===== config.mk =====
export PLATFORM = sky130hd
export DESIGN_NAME = lb_uart_rx_controller
export DESIGN_NICKNAME = d
export VERILOG_FILES = /design/src/rtl/lb_uart_rx_controller.sv
export SDC_FILE = /design/constraint.sdc
export NUM_CORES = 1
export LEC_CHECK = 0
export ABC_AREA = 1
export BUFFER_PORTS_ARGS = -buffer_cell sky130_fd_sc_hd__buf_4
export CAP_MARGIN = 10
export CORE_UTILIZATION = 55
export CTS_CLUSTER_DIAMETER = 60
export DETAILED_ROUTE_END_ITERATION = 7
export PLACE_DENSITY = 0.75
export SLEW_MARGIN = 20
export SYNTH_ARGS = -nofsm -noshare
export SYNTH_HDL_FRONTEND = slang
export SYNTH_SLANG_ARGS = --single-unit

===== constraint.sdc =====
create_clock -name clk -period 2.4 [get_ports clk]
set_clock_uncertainty 0.1 [all_clocks]
set_input_delay 0.12 -clock clk [delete_from_list [all_inputs] [get_ports clk]]
set_output_delay 0.12 -clock clk [all_outputs]
set_load 0.01 [all_outputs]

===== src/rtl/lb_uart_rx_controller.sv =====
// UART receiver: 16x-tick sampled, LSB first, byte handed to the I/O port with a valid/rd handshake.
// Ports: clk, reset(async, low), tick, rx, rd -> data[7:0], valid, frame_err, parity_err, overrun, busy.
// Optional parity bit: define LB_UART_RX_PARITY_EN.
module lb_uart_rx_controller #(
  parameter int DBIT = 8
) (
  input  logic       clk,
  input  logic       reset,
  input  logic       tick,
  input  logic       rx,
  input  logic       rd,
  output logic [7:0] data,
  output logic       valid,
  output logic       frame_err,
  output logic       parity_err,
  output logic       overrun,
  output logic       busy
);

  typedef enum logic [2:0] {
    S_IDLE,
    S_START,
    S_DATA,
`ifdef LB_UART_RX_PARITY_EN
    S_PARITY,
`endif
    S_STOP
  } state_t;

  localparam logic [2:0] LAST_BIT = 3'(DBIT - 1);

  logic       r_rx_m;
  logic       r_rx_s;
  logic       r_rx_p;
  state_t     r_state;
  logic [3:0] r_tc;
  logic [2:0] r_bc;
  logic [7:0] r_sr;
  logic [7:0] r_data;
  logic       r_valid;
  logic       r_fe;
  logic       r_pe;
  logic       r_ovr;

  state_t     w_nxt_state;
  logic [3:0] w_nxt_tc;
  logic [2:0] w_nxt_bc;
  logic [7:0] w_nxt_sr;
  logic       w_done;
  logic       w_fall;
  logic       w_perr;
  logic [7:0] w_align;

`ifdef LB_UART_RX_PARITY_EN
  logic r_perr;
  logic w_nxt_perr;
  assign w_perr = r_perr;
`else
  assign w_perr = 1'b0;
`endif

  assign w_fall  = r_rx_p & ~r_rx_s;
  // Data arrives at the top of sr; shift it down so it is LSB-aligned.
  assign w_align = r_sr >> (8 - DBIT);

  always_ff @(posedge clk or negedge reset) begin
    if (!reset) begin
      r_rx_m <= 1'b1;
      r_rx_s <= 1'b1;
      r_rx_p <= 1'b1;
    end else begin
      r_rx_m <= rx;
      r_rx_s <= r_rx_m;
      r_rx_p <= r_rx_s;
    end
  end

  always_ff @(posedge clk or negedge reset) begin
    if (!reset) begin
      r_state <= S_IDLE;
      r_tc    <= '0;
      r_bc    <= '0;
      r_sr    <= '0;
    end else begin
      r_state <= w_nxt_state;
      r_tc    <= w_nxt_tc;
      r_bc    <= w_nxt_bc;
      r_sr    <= w_nxt_sr;
    end
  end

`ifdef LB_UART_RX_PARITY_EN
  always_ff @(posedge clk or negedge reset) begin
    if (!reset) begin
      r_perr <= 1'b0;
    end else begin
      r_perr <= w_nxt_perr;
    end
  end
`endif

  always_comb begin
    w_nxt_state = r_state;
    w_nxt_tc    = r_tc;
    w_nxt_bc    = r_bc;
    w_nxt_sr    = r_sr;
    w_done      = 1'b0;
`ifdef LB_UART_RX_PARITY_EN
    w_nxt_perr  = r_perr;
`endif
    unique case (r_state)
      S_IDLE: begin
        if (w_fall) begin
          w_nxt_state = S_START;
          w_nxt_tc    = '0;
        end
      end
      S_START: begin
        if (tick) begin
          if (r_tc == 4'd7) begin
            if (r_rx_s) begin
              w_nxt_state = S_IDLE;
            end else begin
              w_nxt_state = S_DATA;
              w_nxt_tc    = '0;
              w_nxt_bc    = '0;
              // Clear so unused low bits never leak old data.
              w_nxt_sr    = '0;
            end
          end else begin
            w_nxt_tc = r_tc + 4'd1;
          end
        end
      end
      S_DATA: begin
        if (tick) begin
          w_nxt_tc = r_tc + 4'd1;
          if (r_tc == 4'd15) begin
            w_nxt_sr = {r_rx_s, r_sr[7:1]};
            if (r_bc == LAST_BIT) begin
`ifdef LB_UART_RX_PARITY_EN
              w_nxt_state = S_PARITY;
`else
              w_nxt_state = S_STOP;
`endif
            end else begin
              w_nxt_bc = r_bc + 3'd1;
            end
          end
        end
      end
`ifdef LB_UART_RX_PARITY_EN
      S_PARITY: begin
        if (tick) begin
          w_nxt_tc = r_tc + 4'd1;
          if (r_tc == 4'd15) begin
            // Even parity: ones in data plus parity bit must be even.
            w_nxt_perr  = ^{r_sr, r_rx_s};
            w_nxt_state = S_STOP;
          end
        end
      end
`endif
      S_STOP: begin
        if (tick) begin
          w_nxt_tc = r_tc + 4'd1;
          if (r_tc == 4'd15) begin
            w_nxt_state = S_IDLE;
            w_done      = 1'b1;
          end
        end
      end
      default: begin
        w_nxt_state = S_IDLE;
      end
    endcase
  end

  always_ff @(posedge clk or negedge reset) begin
    if (!reset) begin
      r_data  <= '0;
      r_valid <= 1'b0;
      r_fe    <= 1'b0;
      r_pe    <= 1'b0;
      r_ovr   <= 1'b0;
    end else if (w_done) begin
      r_data  <= w_align;
      r_valid <= 1'b1;
      r_fe    <= ~r_rx_s;
      r_pe    <= w_perr;
      // A coincident rd consumes the old byte, so nothing is lost.
      if (r_valid && !rd) begin
        r_ovr <= 1'b1;
      end else if (r_valid && rd) begin
        r_ovr <= 1'b0;
      end
    end else if (rd && r_valid) begin
      r_valid <= 1'b0;
      r_ovr   <= 1'b0;
    end
  end

  assign data       = r_data;
  assign valid      = r_valid;
  assign frame_err  = r_fe;
  assign parity_err = r_pe;
  assign overrun    = r_ovr;
  assign busy       = (r_state != S_IDLE);

endmodule


Yosys cells after proc, flatten, opt, wreduce, memory -nomap -nowiden
Cells that the tools add are included.
- add/sub/neg operators: 2
- equality and inequality tests: 18
- muxes and demuxes: 37
- bitwise gates (word level): 2
- reduce and logical (&&, ||, !) cells: 13
- operator list (kind ; number):
    3-bit 2-to-1 mux ; 14
    8-bit 2-to-1 mux ; 5
    4-bit 2-to-1 mux ; 5
    2-bit inequality test (second input constant) ; 10
    8-bit one-hot mux with 2 select lines ; 1
    3-bit one-hot mux with 4 select lines ; 1
    4-bit one-hot mux with 3 select lines ; 1
    1-bit 2-to-1 mux ; 8
    8-bit AND reduction ; 1
    7-bit AND reduction ; 1
    3-bit by 2-bit == test with 1-bit output (second input constant) ; 2
    3-bit one-hot mux with 2 select lines ; 1
    6-bit AND reduction ; 1
    3-bit nonzero test ; 2
    5-bit AND reduction ; 1
    4-bit by 1-bit adder with 4-bit output (second input constant) ; 1
    4-bit by 3-bit == test with 1-bit output (second input constant) ; 1
    4-bit == test (second input constant) ; 1
    2-bit nonzero test ; 2
    3-bit by 1-bit adder with 3-bit output (second input constant) ; 1
    3-bit by 1-bit == test with 1-bit output (second input constant) ; 1
    3-bit == test (second input constant) ; 1
    3-bit logical NOT ; 1
    3-bit inequality test (second input constant) ; 1
    other kinds (7) ; 8
- bits in registers: 32
- input bits: 5
- word-level logic and storage cells: 83

Logic depth before layout (Yosys ltp)
- depth in word-level cells: 5
- mapped depth: 9

Worst setup path before layout
OpenSTA, ideal clock, no wires.
- path kind: flip-flop to flip-flop
- start point: register r_tc[0]
- end point: register r_data[0], in the netlist data[0]
- setup time: 0.117 ns
- arrival time: 1.316 ns
- required time: 2.183 ns
- path slack: 0.867 ns
- stages on the path, launching flop included: 8
- path buffers: 1
- clock period less this slack: 1.533 ns
- cell sequence: dfrtp_1 -> ha_1 -> nand3_1 -> nor3_4 -> inv_1 -> buf_6 -> nand2_1 -> nand2_1
- cells in the longest elaborated chain, start to end: 4
- RTL lines (item ; line ; source):
    start, declared ; 36 ; logic [3:0] r_tc;
    start signal, assigned ; 86 ; r_tc <= w_nxt_tc;
    4-bit == test ; 167 ; if (r_tc == 4'd15) begin
    1-bit 2-to-1 mux ; 167 ;
    1-bit 2-to-1 mux ; 165 ; if (tick) begin
    1-bit 2-to-1 mux ; 111 ; unique case (r_state)
    end signal, assigned ; 187 ; r_data <= w_align;
    end, declared ; 39 ; logic [7:0] r_data;
No other way between the ends.
A chain may end at the register's enable or synchronous reset.

Worst setup path in the final report
- start point: register r_tc[0]
- end point: register r_fe, in the netlist frame_err
- cells in the longest elaborated chain, start to end: 4
- RTL lines (item ; line ; source):
    4-bit == test ; 167 ;
    1-bit 2-to-1 mux ; 167 ;
    1-bit 2-to-1 mux ; 165 ;
    1-bit 2-to-1 mux ; 111 ;
    end signal, assigned ; 189 ; r_fe <= ~r_rx_s;
    end, declared ; 41 ; logic r_fe;
No other way between the ends.

==> impl_summary.txt <==
----------------------------------------------------
[Global route]
  Overall overflow remaining after global route ... 0
  Overall track demand over capacity in global routing ... 24.30%
  Global-route wire length before repair ... 4.726 mm
  Number of antenna violations at the first check in global routing ... 0
  Largest net degree at the start of global routing ... 32
  Via count of the first global-routing pass ... 1100

[Setup path]
  Setup crit start kind ... register
  Worst-path fanout max ... 11
  Required time at the worst-slack endpoint ... 2.51 ns
  Worst Path Class, Setup ... reg2reg
  Cells along the critical path ... ha_1 -> nand3_1 -> nor3_4 -> inv_1 -> nand2_1 -> o21ai_2
  Arrival time at the worst endpoint ... 1.97 ns
  Crit end category ... register
  Slowest stage cell on the critical path ... dfrtp_1
  Critical path's largest stage delay ... 0.42 ns

[Synth]
  Number of synthesized register bits ... 31
  Unique cell type count in the Yosys netlist ... 18
  Synthesis Warnings ... 0
  Synth Instances ... ~170
  Sequential area share after synthesis ... 55.23%
  Per-instance average area after synthesis ... 8.158 sq um
  Netlist Area Pre-Place ... 1411 sq um
  Synthesized netlist net count ... about 180

[Pwr]
  Static Leak ... 0.9522 nW
  Post-layout total power ... 0.001568 W
  Worst IR Drop VDD ... 0.0008014 V
  Power Density ... 942.5 nW/um^2

[Die]
  Area of the die ... around 2800 sq um
  Die span in y ... between 50 and 60 microns
  Starting density of the core ... 60.87%
  Horiz. Die Dim ... 52.66 microns
  Count of boundary I/O pins ... 18
  Area of the placeable core ... about 2300 sq um
  Std-Cell Rows ... 17

[Job]
  Maximum Capacitance Violations ... 0

[Route]
  Average wire per standard cell ... roughly 12 microns
  Final antenna-violating net count ... 0
  Final WL ... about 2.7 mm
  Routed vias ... approximately 1200
  Number of DRC violations after detailed routing ... 0
  Length of the first detailed-routing pass in iterations ... 5
  Drt initial violations ... 26
  Mean number of vias per cell ... roughly 5.2

[Timing]
  Final setup margin ... 0.5385 ns
  Setup-failing EPs final ... 0
  Min Tclk post-route ... 1.862 ns
  Peak Freq ... approximately 0.54 GHz
  Final Hold Violating Endpoints ... 0
  Period Utilization, post-route ... between 70% and 80%
  Slew Limit Fails ... 0
  Unrepaired setup endpoints after global routing ... false
  Total negative slack ... 0 ns

[Clocking]
  CTS tree ... done
  Count of buffers added by post-CTS timing repair for setup ... 0
  Clock root buffer ... clkbuf_4
  H-tree levels ... 2
  Number of sinks driven by the clock tree ... 31
  Clock Tree Buf Depth ... 2
  Clock transition at the registers of the reported paths ... between 0.1 and 0.15 ns
  Hold_buf cts ... 3
  Clock Latency Late Sink ... 0.32 ns
  Post-CTS sizing ... 0
  Number of buffers inserted during clock tree synthesis ... 5

[Run status]
  Run status ... finished clean

[Finish]
  Layout Cells excl Fill ... 226
  Number of fillers in the final layout ... about 180
  Diode count ... 0
  Commonest non-fill, non-tap cell in the layout ... nand2_1
  Leading cell types in the layout, fill and taps excluded ... nand2_1, dfrtp_1, inv_1
  Share of final-layout standard cells stronger than drive strength 1 ... 15.15%
  Area delta synth->final ... 17.91%
  Net count, final ... 205
  Final standard cell utilization of the core ... 71.78%

[Placed design]
  Detail Placement HPWL ... between 1.5 and 2 mm
  Count of buffers inserted at the top-level ports ... 16
  Gpl congestion ... 0.7795
  Number of placed cells counting well taps ... 215
  Worst slack, placed ... 0.5673 ns

[Min path]
  Worst hold path type ... in2reg

----------------------------------------------------
-- sequential cells by signal, indices dropped and copies added, names as in the netlist, named ones only --
register / count
r_bc: 3
r_rx_m: 1
frame_err: 1
r_rx_p: 1
r_tc: 4
r_sr: 8
r_state: 2
r_rx_s: 1
valid: 1
data: 8
-- logic make-up (layout without fill, tap and decap cells) --
logic type | count (synthesis) | after routing | share of synthesized area (%)
AOI/OAI and AO/OA | 9 | 9 | 3.457
xor gates and xnor gates | 2 | 2 | 1.241
adders and majority gates | 3 | 3 | 2.660
buffers and inverters | 19 | 44 | 5.851
DFF | 31 | 31 | 55.23
other | 1 | 1 | 0.2657
and+or+nand+nor | 108 | 108 | 31.29
-- Yosys cell counts --
cell type / instances / area (sq um)
dfstp_2: 3 / 78.83
o21ai_0: 7 / 35.03
xnor2_1: 1 / 8.760
nand4_1: 1 / 6.260
nor2_4: 1 / 11.26
nand2_1: 82 / 307.8
nor2_1: 12 / 45.04
buf_6: 1 / 11.26
nor3_4: 1 / 16.27
buf_4: 1 / 7.510
ha_1: 3 / 37.54
nand3_1: 11 / 55.05
o21ai_2: 1 / 8.760
inv_1: 17 / 63.81
a21oi_1: 1 / 5.000
xor2_1: 1 / 8.760
conb_1: 1 / 3.750
dfrtp_1: 28 / 700.7
-- worst max-delay path: cells and delay by family (launching register included) --
family / cells / cell delay [ns]
fa+ha+maj: 1 / 0.24
flops: 1 / 0.42
compound gates: 1 / 0.06
buf+inv: 1 / 0.28
simple gates: 3 / 0.67
-- final timing paths --
kind | end | depth (start not counted) | slack (ns) | startpoint
setup / recovery | frame_err | 6 | 0.54 | r_tc[0]
hold / removal | data[2] | 5 | 0.13 | tick
setup reg to reg | frame_err | 6 | 0.54 | r_tc[0]
hold reg to reg | r_rx_s | 0 | 0.26 | r_rx_m
max in group asynchronous | r_rx_s | 2 | 1.73 | reset
min in group asynchronous | data[3] | 2 | 0.15 | reset
-- power breakdown --
group | internal (W) | switching, W | total [W]
sequential | 0.000604 | 0.0000882 | 0.000693
clock | 0.000246 | 0.000179 | 0.000425
combinational | 0.000146 | 0.000305 | 0.000450
-- final cells by class --
type | instances | area (sq um) | area share, %
clock buffer | 6 | 51.30 | 3.083
sequential | 31 | 779.5 | 46.84
multi-input combinational | 123 | 549.3 | 33.01
tap | 28 | 35.03 | 2.105
clock inverter | 2 | 35.03 | 2.105
timing repair buffer | 19 | 150.1 | 9.023
inverter | 17 | 63.81 | 3.835
-- through the flow --
stage	instance area [sq um]	hold slack [ns]
detailed placement	1548	-0.03043
finish	1664	0.1273
global placement	1548	-0.03382
floorplan	1411	-0.2756
global route	1664	0.1515
CTS	1664	0.1294
-- layer usage --
layer,track usage [%],wire length [microns],share of wire [%]
met5,0,0,0
met4,9.649,43,1.6
met3,6.087,115,4.2
met2,41.77,1343,49
met1,28.79,1216,45
Note: power is estimated with default switching activity, not from simulation.
